`src/rtl/manch_pkg.sv`:
```
// Shared types and constants for the Manchester frame transmitter controller.
package manch_pkg;

  typedef enum logic [2:0] {
    ST_IDLE    = 3'd0,
    ST_HEADER  = 3'd1,
    ST_PAYLOAD = 3'd2,
    ST_PARITY  = 3'd3,
    ST_STOP    = 3'd4,
    ST_GAP     = 3'd5
  } state_e;

  localparam int DEF_DATA_W   = 16;
  localparam int DEF_HDR_LEN  = 9;
  localparam int DEF_BIT_DIV  = 8;
  localparam int DEF_GAP_BITS = 4;

  function automatic int max3(input int a, input int b, input int c);
    int m;
    m = (a > b) ? a : b;
    return (m > c) ? m : c;
  endfunction

  // Cycles from an accepted request until tx_ready is high again.
  function automatic int frame_cycles(input int hdr_len, input int data_w,
                                      input int gap_bits, input int bit_div);
    return (hdr_len + data_w + 2 + gap_bits) * bit_div + 1;
  endfunction

endpackage

```
`src/rtl/manch_bit_timer.sv`:
```
// Bit-cell timer: counts 0..BIT_DIV-1 and flags the last and second-to-last cycles of a cell.
module manch_bit_timer
  import manch_pkg::*;
#(
  parameter int BIT_DIV = DEF_BIT_DIV
) (
  input  logic clk,
  input  logic rst,
  input  logic clear_i,
  input  logic enable_i,
  output logic bit_end_o,
  output logic pre_end_o
);

  localparam logic [7:0] LAST_C = 8'(BIT_DIV - 1);
  localparam logic [7:0] PRE_C  = 8'(BIT_DIV - 2);

  logic [7:0] cnt_q;
  logic [7:0] cnt_d;

  always_comb begin
    cnt_d = cnt_q;
    if (clear_i) begin
      cnt_d = 8'd0;
    end else if (enable_i) begin
      if (cnt_q == LAST_C) begin
        cnt_d = 8'd0;
      end else begin
        cnt_d = cnt_q + 8'd1;
      end
    end else begin
      cnt_d = cnt_q;
    end
  end

  always_ff @(posedge clk or posedge rst) begin
    if (rst) begin
      cnt_q <= 8'd0;
    end else begin
      cnt_q <= cnt_d;
    end
  end

  assign bit_end_o = enable_i && !clear_i && (cnt_q == LAST_C);
  assign pre_end_o = enable_i && !clear_i && (cnt_q == PRE_C);

endmodule

```
`src/rtl/manch_tx_ctrl.sv`:
```
// Frame sequencer feeding a Manchester modulator: header ones, payload MSB first,
// even parity, stop zero, then an idle gap before the next request is taken.
module manch_tx_ctrl
  import manch_pkg::*;
#(
  parameter int DATA_W   = DEF_DATA_W,
  parameter int HDR_LEN  = DEF_HDR_LEN,
  parameter int BIT_DIV  = DEF_BIT_DIV,
  parameter int GAP_BITS = DEF_GAP_BITS
) (
  input  logic              clk,
  input  logic              rst,
  input  logic              tx_valid,
  input  logic [DATA_W-1:0] tx_data,
  output logic              tx_ready,
  input  logic              abort,
  output logic              mod_enable,
  output logic              mod_data,
  output logic              busy,
  output logic              tx_done
);

  localparam int BCNT_W = $clog2(max3(HDR_LEN, DATA_W, GAP_BITS) + 1);
  localparam logic [BCNT_W-1:0] HDR_LAST  = BCNT_W'(HDR_LEN - 1);
  localparam logic [BCNT_W-1:0] DATA_LAST = BCNT_W'(DATA_W - 1);
  localparam logic [BCNT_W-1:0] GAP_LAST  = BCNT_W'(GAP_BITS - 1);

  state_e              state_q;
  logic [BCNT_W-1:0]   bit_q;
  logic [DATA_W-1:0]   shift_q;
  logic [DATA_W-1:0]   shift_d;
  logic                parity_q;
  logic                mod_enable_q;
  logic                mod_data_q;
  logic                tx_done_q;

  logic                active;
  logic                abort_hit;
  logic                transfer;
  logic                bit_end;
  logic                pre_end;

  assign active    = (state_q != ST_IDLE);
  assign abort_hit = active && abort;
  assign transfer  = !active && tx_valid && !abort;
  assign shift_d   = {shift_q[DATA_W-2:0], 1'b0};

  manch_bit_timer #(
    .BIT_DIV(BIT_DIV)
  ) u_timer (
    .clk      (clk),
    .rst      (rst),
    .clear_i  (transfer || abort_hit),
    .enable_i (active),
    .bit_end_o(bit_end),
    .pre_end_o(pre_end)
  );

  always_ff @(posedge clk or posedge rst) begin
    if (rst) begin
      state_q      <= ST_IDLE;
      bit_q        <= '0;
      shift_q      <= '0;
      parity_q     <= 1'b0;
      mod_enable_q <= 1'b0;
      mod_data_q   <= 1'b0;
      tx_done_q    <= 1'b0;
    end else if (abort_hit) begin
      state_q      <= ST_IDLE;
      bit_q        <= '0;
      mod_enable_q <= 1'b0;
      mod_data_q   <= 1'b0;
      tx_done_q    <= 1'b0;
    end else begin
      tx_done_q <= 1'b0;
      case (state_q)
        ST_IDLE: begin
          if (transfer) begin
            state_q      <= ST_HEADER;
            bit_q        <= '0;
            shift_q      <= tx_data;
            parity_q     <= ^tx_data;
            mod_enable_q <= 1'b1;
            mod_data_q   <= 1'b1;
          end
        end
        ST_HEADER: begin
          if (bit_end) begin
            if (bit_q == HDR_LAST) begin
              state_q    <= ST_PAYLOAD;
              bit_q      <= '0;
              mod_data_q <= shift_q[DATA_W-1];
            end else begin
              bit_q <= bit_q + BCNT_W'(1);
            end
          end
        end
        ST_PAYLOAD: begin
          if (bit_end) begin
            shift_q <= shift_d;
            if (bit_q == DATA_LAST) begin
              state_q    <= ST_PARITY;
              bit_q      <= '0;
              mod_data_q <= parity_q;
            end else begin
              bit_q      <= bit_q + BCNT_W'(1);
              mod_data_q <= shift_d[DATA_W-1];
            end
          end
        end
        ST_PARITY: begin
          if (bit_end) begin
            state_q    <= ST_STOP;
            mod_data_q <= 1'b0;
          end
        end
        ST_STOP: begin
          // Registered pulse lands on the final cycle of the stop bit.
          tx_done_q <= pre_end;
          if (bit_end) begin
            state_q      <= ST_GAP;
            bit_q        <= '0;
            mod_enable_q <= 1'b0;
            mod_data_q   <= 1'b0;
          end
        end
        ST_GAP: begin
          if (bit_end) begin
            if (bit_q == GAP_LAST) begin
              state_q <= ST_IDLE;
              bit_q   <= '0;
            end else begin
              bit_q <= bit_q + BCNT_W'(1);
            end
          end
        end
        default: begin
          state_q      <= ST_IDLE;
          bit_q        <= '0;
          mod_enable_q <= 1'b0;
          mod_data_q   <= 1'b0;
        end
      endcase
    end
  end

  assign tx_ready   = !active;
  assign busy       = active;
  assign mod_enable = mod_enable_q;
  assign mod_data   = mod_data_q;
  assign tx_done    = tx_done_q;

endmodule

```
`config.mk`:
```
export PLATFORM = sky130hd
export DESIGN_NAME = manch_tx_ctrl
export DESIGN_NICKNAME = d
export VERILOG_FILES = /design/src/rtl/manch_pkg.sv /design/src/rtl/manch_bit_timer.sv /design/src/rtl/manch_tx_ctrl.sv
export SDC_FILE = /design/constraint.sdc
export NUM_CORES = 1
export LEC_CHECK = 0
export CAP_MARGIN = 30
export CORE_ASPECT_RATIO = 1.25
export CORE_MARGIN = 5
export CORE_UTILIZATION = 50
export DETAILED_ROUTE_END_ITERATION = 10
export PLACE_DENSITY = 0.72
export SLEW_MARGIN = 20
export SYNTH_ARGS = -nofsm -noshare
export SYNTH_HDL_FRONTEND = slang
export SYNTH_SLANG_ARGS = --single-unit
```
`constraint.sdc`:
```
create_clock -name clk -period 2.4 [get_ports clk]
set_input_delay 0.24 -clock clk [delete_from_list [all_inputs] [get_ports clk]]
set_output_delay 0.24 -clock clk [all_outputs]
set_load 0.005 [all_outputs]
```
# Word-level counts from Yosys, hierarchy flattened
# Index checks and enable logic that the tools add are counted.
classes:
  add_sub_neg: 2
  n_eq_ne: 25
  muxes: 39
  n_bitwise: 1
  n_reduce_logical: 23
op_table:
  columns: ["cell", "count"]
  rows:
  - ["two-way mux 5 bit", 9]
  - ["two-way mux 16 bit", 2]
  - ["one-hot mux 16 bit (2 select lines)", 1]
  - ["two-way mux 3 bit", 10]
  - ["one-hot mux 5 bit (6 select lines)", 1]
  - ["!= test 3 bit, second input constant", 9]
  - ["two-way mux 8 bit", 3]
  - ["one-hot mux 3 bit (6 select lines)", 1]
  - ["equality test 8 x 3 -> 1 bit, second input constant", 2]
  - ["parity 16 bit", 1]
  - ["AND reduction 6 bit", 2]
  - ["equality test 5 x 4 -> 1 bit, second input constant", 2]
  - ["two-way mux 1 bit", 10]
  - ["AND reduction 9 bit", 1]
  - ["adder 8 x 1 -> 8 bit, second input constant", 1]
  - ["!= test 2 bit, second input constant", 4]
  - ["equality test 3 x 2 -> 1 bit, second input constant", 2]
  - ["equality test 3 bit, second input constant", 2]
  - ["logical AND 1 bit", 6]
  - ["AND reduction 3 bit", 2]
  - ["adder 5 x 1 -> 5 bit, second input constant", 1]
  - ["equality test 5 x 2 -> 1 bit, second input constant", 1]
  - ["one-hot mux 1 bit (5 select lines)", 1]
  - ["AND reduction 4 bit", 1]
  - ["12 further kinds", 15]
totals:
  regBits: 36
  input_bits: 20
  output_inout_bits: 5
  word_cells: 98

# Depth between registers and ports, before layout
depth:
  word_depth: 11
  ltp_mapped: 9

# By module
# A second synthesis with hierarchy kept.
hier_totals:
  cells_unflattened: 254
  hier_area_um2: 2303.5
by_module_without_submodules:
  columns: ["module", "n_inst", "cells_each", "area_per_inst_um2", "seq_area_each_um2"]
  rows:
  - ["manch_tx_ctrl", 1, 198, 1819.2, 700.7]
  - ["manch_bit_timer", 1, 56, 484.2, 200.2]

# Least setup slack after synthesis
# No wires, ideal clock.
synth_path:
  path_kind: "reg2reg"
  start: "register bit_q[0]"
  end: "register state_q[0]"
  setup_ns: 0.128
  arrival_ns: 2.021
  t_required_ns: 2.272
  slack_ns: 0.251
  stages_incl_launch_ff: 10
  cell_sequence: "dfrtp_1 > ha_1 > nand3_1 > inv_1 > ha_1 > inv_1 > a222oi_1 > nor2_1 > nor3_2 > mux2_1"
synth_between:
  elab_chain_len: 3
synth_rtl:
  columns: ["element", "line_no", "text"]
  rows:
  - ["start: declaration", "manch_tx_ctrl.sv:29", "logic [BCNT_W-1:0] bit_q;"]
  - ["start signal: assignment", "manch_tx_ctrl.sv:94", "bit_q <= bit_q + BCNT_W'(1);"]
  - ["start signal: assignment", "manch_tx_ctrl.sv:106", "bit_q <= bit_q + BCNT_W'(1);"]
  - ["start signal: assignment", "manch_tx_ctrl.sv:133", "bit_q <= bit_q + BCNT_W'(1);"]
  - ["equality test 5 x 2 -> 1 bit (tied with other cells)", "manch_tx_ctrl.sv:129", "if (bit_q == GAP_LAST) begin"]
  - ["!= test 3 bit (no source line)", null, null]
  - ["AND reduction 9 bit (no source line) (*)", null, null]
  - ["end signal: assignment", "manch_tx_ctrl.sv:121", "state_q <= ST_GAP;"]
  - ["end signal: assignment", "manch_tx_ctrl.sv:130", "state_q <= ST_IDLE;"]
  - ["end signal: assignment", "manch_tx_ctrl.sv:138", "state_q <= ST_IDLE;"]
  - ["end: declaration", "manch_tx_ctrl.sv:28", "state_e state_q;"]
# Every way passes the cells marked *; elsewhere a longest branch is shown, timed or not.
# A chain may end at the register's enable or synchronous reset.

# Final worst setup path
layout_path:
  start: "register state_q[2]"
  end: "output port busy"
layout_between:
  elab_chain_len: 1
layout_rtl:
  columns: ["element", "line_no", "text"]
  rows:
  - ["start signal: assignment", "manch_tx_ctrl.sv:61", "state_q <= ST_IDLE;"]
  - ["start signal: assignment", "manch_tx_ctrl.sv:69", "state_q <= ST_IDLE;"]
  - ["start signal: assignment", "manch_tx_ctrl.sv:79", "state_q <= ST_HEADER;"]
  - ["nonzero test 3 bit", "manch_tx_ctrl.sv:43", "assign active = (state_q != ST_IDLE);"]
  - ["end: declaration", "manch_tx_ctrl.sv:19", "output logic busy,"]
# No other way between the ends.

==> run summary <==
## Run status
* completed — status

## Timing
* false — RSZ-0062 raised after global routing
* 0 — final hold violation count
* 668.5 ps — slew at the pin closest to its max-slew limit
* 2250 ps — minimum clock period after layout
* 0 ps — final-layout setup total negative slack
* 10.55 ps — clock tree skew after final layout
* 93.73% — period utilization
* 0 — Final Slew Violations
* 0 — Final setup viols
* 55.44% — worst rel slew slack
* 444.5 MHz — highest clock frequency the design can meet

## Final layout
* 301 — final-stage net count
* 0 — Antenna Cells
* 19.10% — Synth-to-Final Area Change
* 7.971% — fraction of layout instances using a drive strength above 1

## Clock network
* 36 — number of clock sinks
* 290 ps — Skew-Pair Late Insertion Delay
* 80 ps — clock-pin slew of the registers on the worst-case setup and hold paths
* 0 — post-CTS sizing
* clkbuf_8 — clock root buffer
* yes — TritonCTS clock tree
* 2 — CTS Buffer Depth
* 5 — number of buffers inserted during clock tree synthesis
* 2 — number of H-tree levels

## Floorplanning
* 25 — Boundary Pins
* 0.005929 mm² — die area
* 27 — number of placement rows
* 51.03% — starting utilization of the core area
* 84.85 µm — vertical extent of the die
* 0.004392 mm² — area of the core
* 69.88 µm — Chip Width

## Setup path
* 2010 ps — critical path arrival
* nor3_2 -> inv_1 -> buf_4 -> clkdlybuf4s50_1 — cell-by-cell trace of the critical path
* 9 — logic depth of the worst register-to-register path
* state_q[0] — worst flop-to-flop path endpoint
* 580 ps — largest stage delay on the critical path
* 170 ps — worst-case register-to-register setup slack
* reg -> out — critical path class
* primary output — CP endpoint kind
* dfrtp_1 — Critical Path Slowest Stage Cell
* bit_q[0] — RR Startpoint
* 2160 ps — required arrival time at the worst endpoint
* 17 — CP max FO
* flop — kind of start point of the critical path

## Synth
* 40.20% — area share of the largest cell type after synthesis
* 248 — cells after synthesis
* 100.0% — Post-synth ARST share
* dfrtp_1 — Most used DFF post-synth
* 274 — Post-Syn Nets
* 0.002241 mm² — Synth Cell Area
* 40.20% — sequential share of the synthesized area
* dfrtp_1 — post-synthesis cell type with the largest combined area
* 9.036 µm² — average cell area after synthesis
* 0 — Post-synth EDFFs
* 0 — Synthesis Warnings
* dfrtp_1, mux2i_1, a21oi_1 — ranking of synthesized cells by area
* 36 — Seq cells post-synth
* 49 — distinct cell type count after synthesis

## Routing
* 65 — starting DRC count in detailed routing
* 5.605 — via density per instance
* 0 — count of antenna-violating nets left after detailed routing
* 13.81 µm — post-detailed-route wirelength per cell
* 4612 µm — total routed wirelength
* 4 — number of search-and-repair iterations in the first detailed-routing pass
* 0 — post-route DRC violation count
* 1,872 — routed vias

## Worst hold path
* in -> async — worst hold path class

## Pwr
* 0.0004328 V — Max rail drop VDD
* 1.080 nW — leak pwr
* 0.002256 W — final total power
* 845.4 mW/mm² — cell area power density

## Run
* 0 — Max Cap Viol

## Placed design
* 0.8291 — weighted congestion reported at the end of routability-driven placement
* 3307 µm — post-detail-place hpwl
* 24 — Port Buffer Count

## GRT
* 1,738 — number of global-route vias before repair
* 16.65% — Total Routing Usage GR
* 37 — maximum number of pins on one net before global-route repair
* 8059 µm — global-route wire length before repair
* 0 — number of antenna violations at the first check in global routing
* 0 — Overflow after GRT

==> critical path: cells and delay by family (launching register included) <==
kind,cells,cell delay (ps)
flops,1,580
buf+inv,3,740
simple gates,1,400
==> sequential cells by signal, indices dropped and copies added, names as in the netlist <==
| signal | flops |
|---|---|
| u_timer.cnt_q | 8 |
| state_q | 3 |
| mod_enable | 1 |
| parity_q | 1 |
| tx_done | 1 |
| bit_q | 5 |
| shift_q | 16 |
| mod_data | 1 |
==> stage by stage <==
step	setup WS (ps)	hold slack (ps)	utilization (%)	std cells	instance area, µm²
finish	150.5	352.8	60.77	334	2669
global route	8.966	400.9	60.77	334	2669
CTS	118.9	366.4	60.43	333	2654
detailed placement	131.7	518.8	58.38	325	2564
global placement	218.9	507.2	58.38	325	2564
floorplan	251.3	391.3	-	248	2241
==> how the worst max path moves through the flow <==
stage,startpoint,endpoint,slack [ps],cells after the start
after global placement,bit_q[0],state_q[0],220,9
after CTS,bit_q[0],state_q[0],120,9
after global routing,bit_q[0],state_q[2],9,9
after detailed placement,bit_q[0],state_q[0],130,9
final,state_q[2],busy,150,4
after floorplan,bit_q[0],state_q[0],250,9
==> report_power, final <==
part	total, W	internal [W]	leakage (nW)	switching, W
clock network	0.000452	0.000234	0.0455	0.000218
registers	0.000959	0.000803	0.443	0.000156
logic	0.000845	0.000414	0.591	0.000431
total	0.00226	0.00145	1.08	0.000805
==> what timing repair did <==
action | CTS | global route
setup endpoints to repair | 0 | 2
hold buffers | 0 | 0
setup buffers | 0 | 0
hold endpoints to repair | 0 | 0
==> kinds of logic after synthesis <==
family,Yosys count,synth area share (%)
and+or+nand+nor,79,19.04
adders and majority gates,6,3.350
DFF,36,40.20
muxes,20,9.101
AOI/OAI and AO/OA,58,15.47
xor gates and xnor gates,18,7.035
buffers and inverters,31,5.807
==> per-layer routing <==
metal	global-route usage [%]	vias to the layer above	routed length, µm
met4	6.098	0	70
met3	4.147	7	206
met1	20.21	889	2012
li1	-	923	-
met2	28.55	53	2323
met5	0	-	0
==> layout make-up <==
| type | instances | area, µm² |
|---|---|---|
| fillers | 391 | 1723 |
| multi-input cells | 181 | 1215 |
| flip-flops and latches | 36 | 900.9 |
| repair buffers | 35 | 330.3 |
| clock buffers | 8 | 90.09 |
| well taps | 58 | 72.57 |
| inverters | 16 | 60.06 |
==> cells in the final DEF (no fill, tap or decap), drive strengths merged, types with 2 or more instances in the layout <==
| cell | instances |
|---|---|
| o31ai | 2 |
| mux2 | 3 |
| nand2 | 13 |
| nor2 | 26 |
| nand4 | 2 |
| nand3 | 8 |
| nor4b | 3 |
| inv | 15 |
| dfrtp | 36 |
| a21oi | 24 |
| nor3 | 6 |
| clkbuf | 8 |
| or3 | 3 |
| xor2 | 5 |
| clkdlybuf4s50 | 24 |
| buf | 11 |
| nor3b | 4 |
| nand3b | 2 |
| and3b | 2 |
| mux2i | 17 |
| ha | 6 |
| xnor2 | 13 |
| o21ai | 18 |
| nand2b | 3 |
| and3 | 3 |
==> Yosys cell counts, types with 2 or more instances <==
master / instances
a21oi_1: 23
and3_1: 3
and3b_1: 2
buf_1: 2
buf_2: 5
clkbuf_1: 7
dfrtp_1: 36
ha_1: 6
inv_1: 15
mux2_1: 3
mux2i_1: 17
nand2_1: 13
nand2b_1: 3
nand3_1: 8
nand3b_1: 2
nand4_1: 2
nor2_1: 26
nor3_1: 4
nor3_2: 2
nor3b_1: 4
nor4b_1: 2
o21ai_0: 17
o31ai_1: 2
or3_1: 3
xnor2_1: 13
xor2_1: 5
Note: power is estimated with default switching activity, not from simulation.
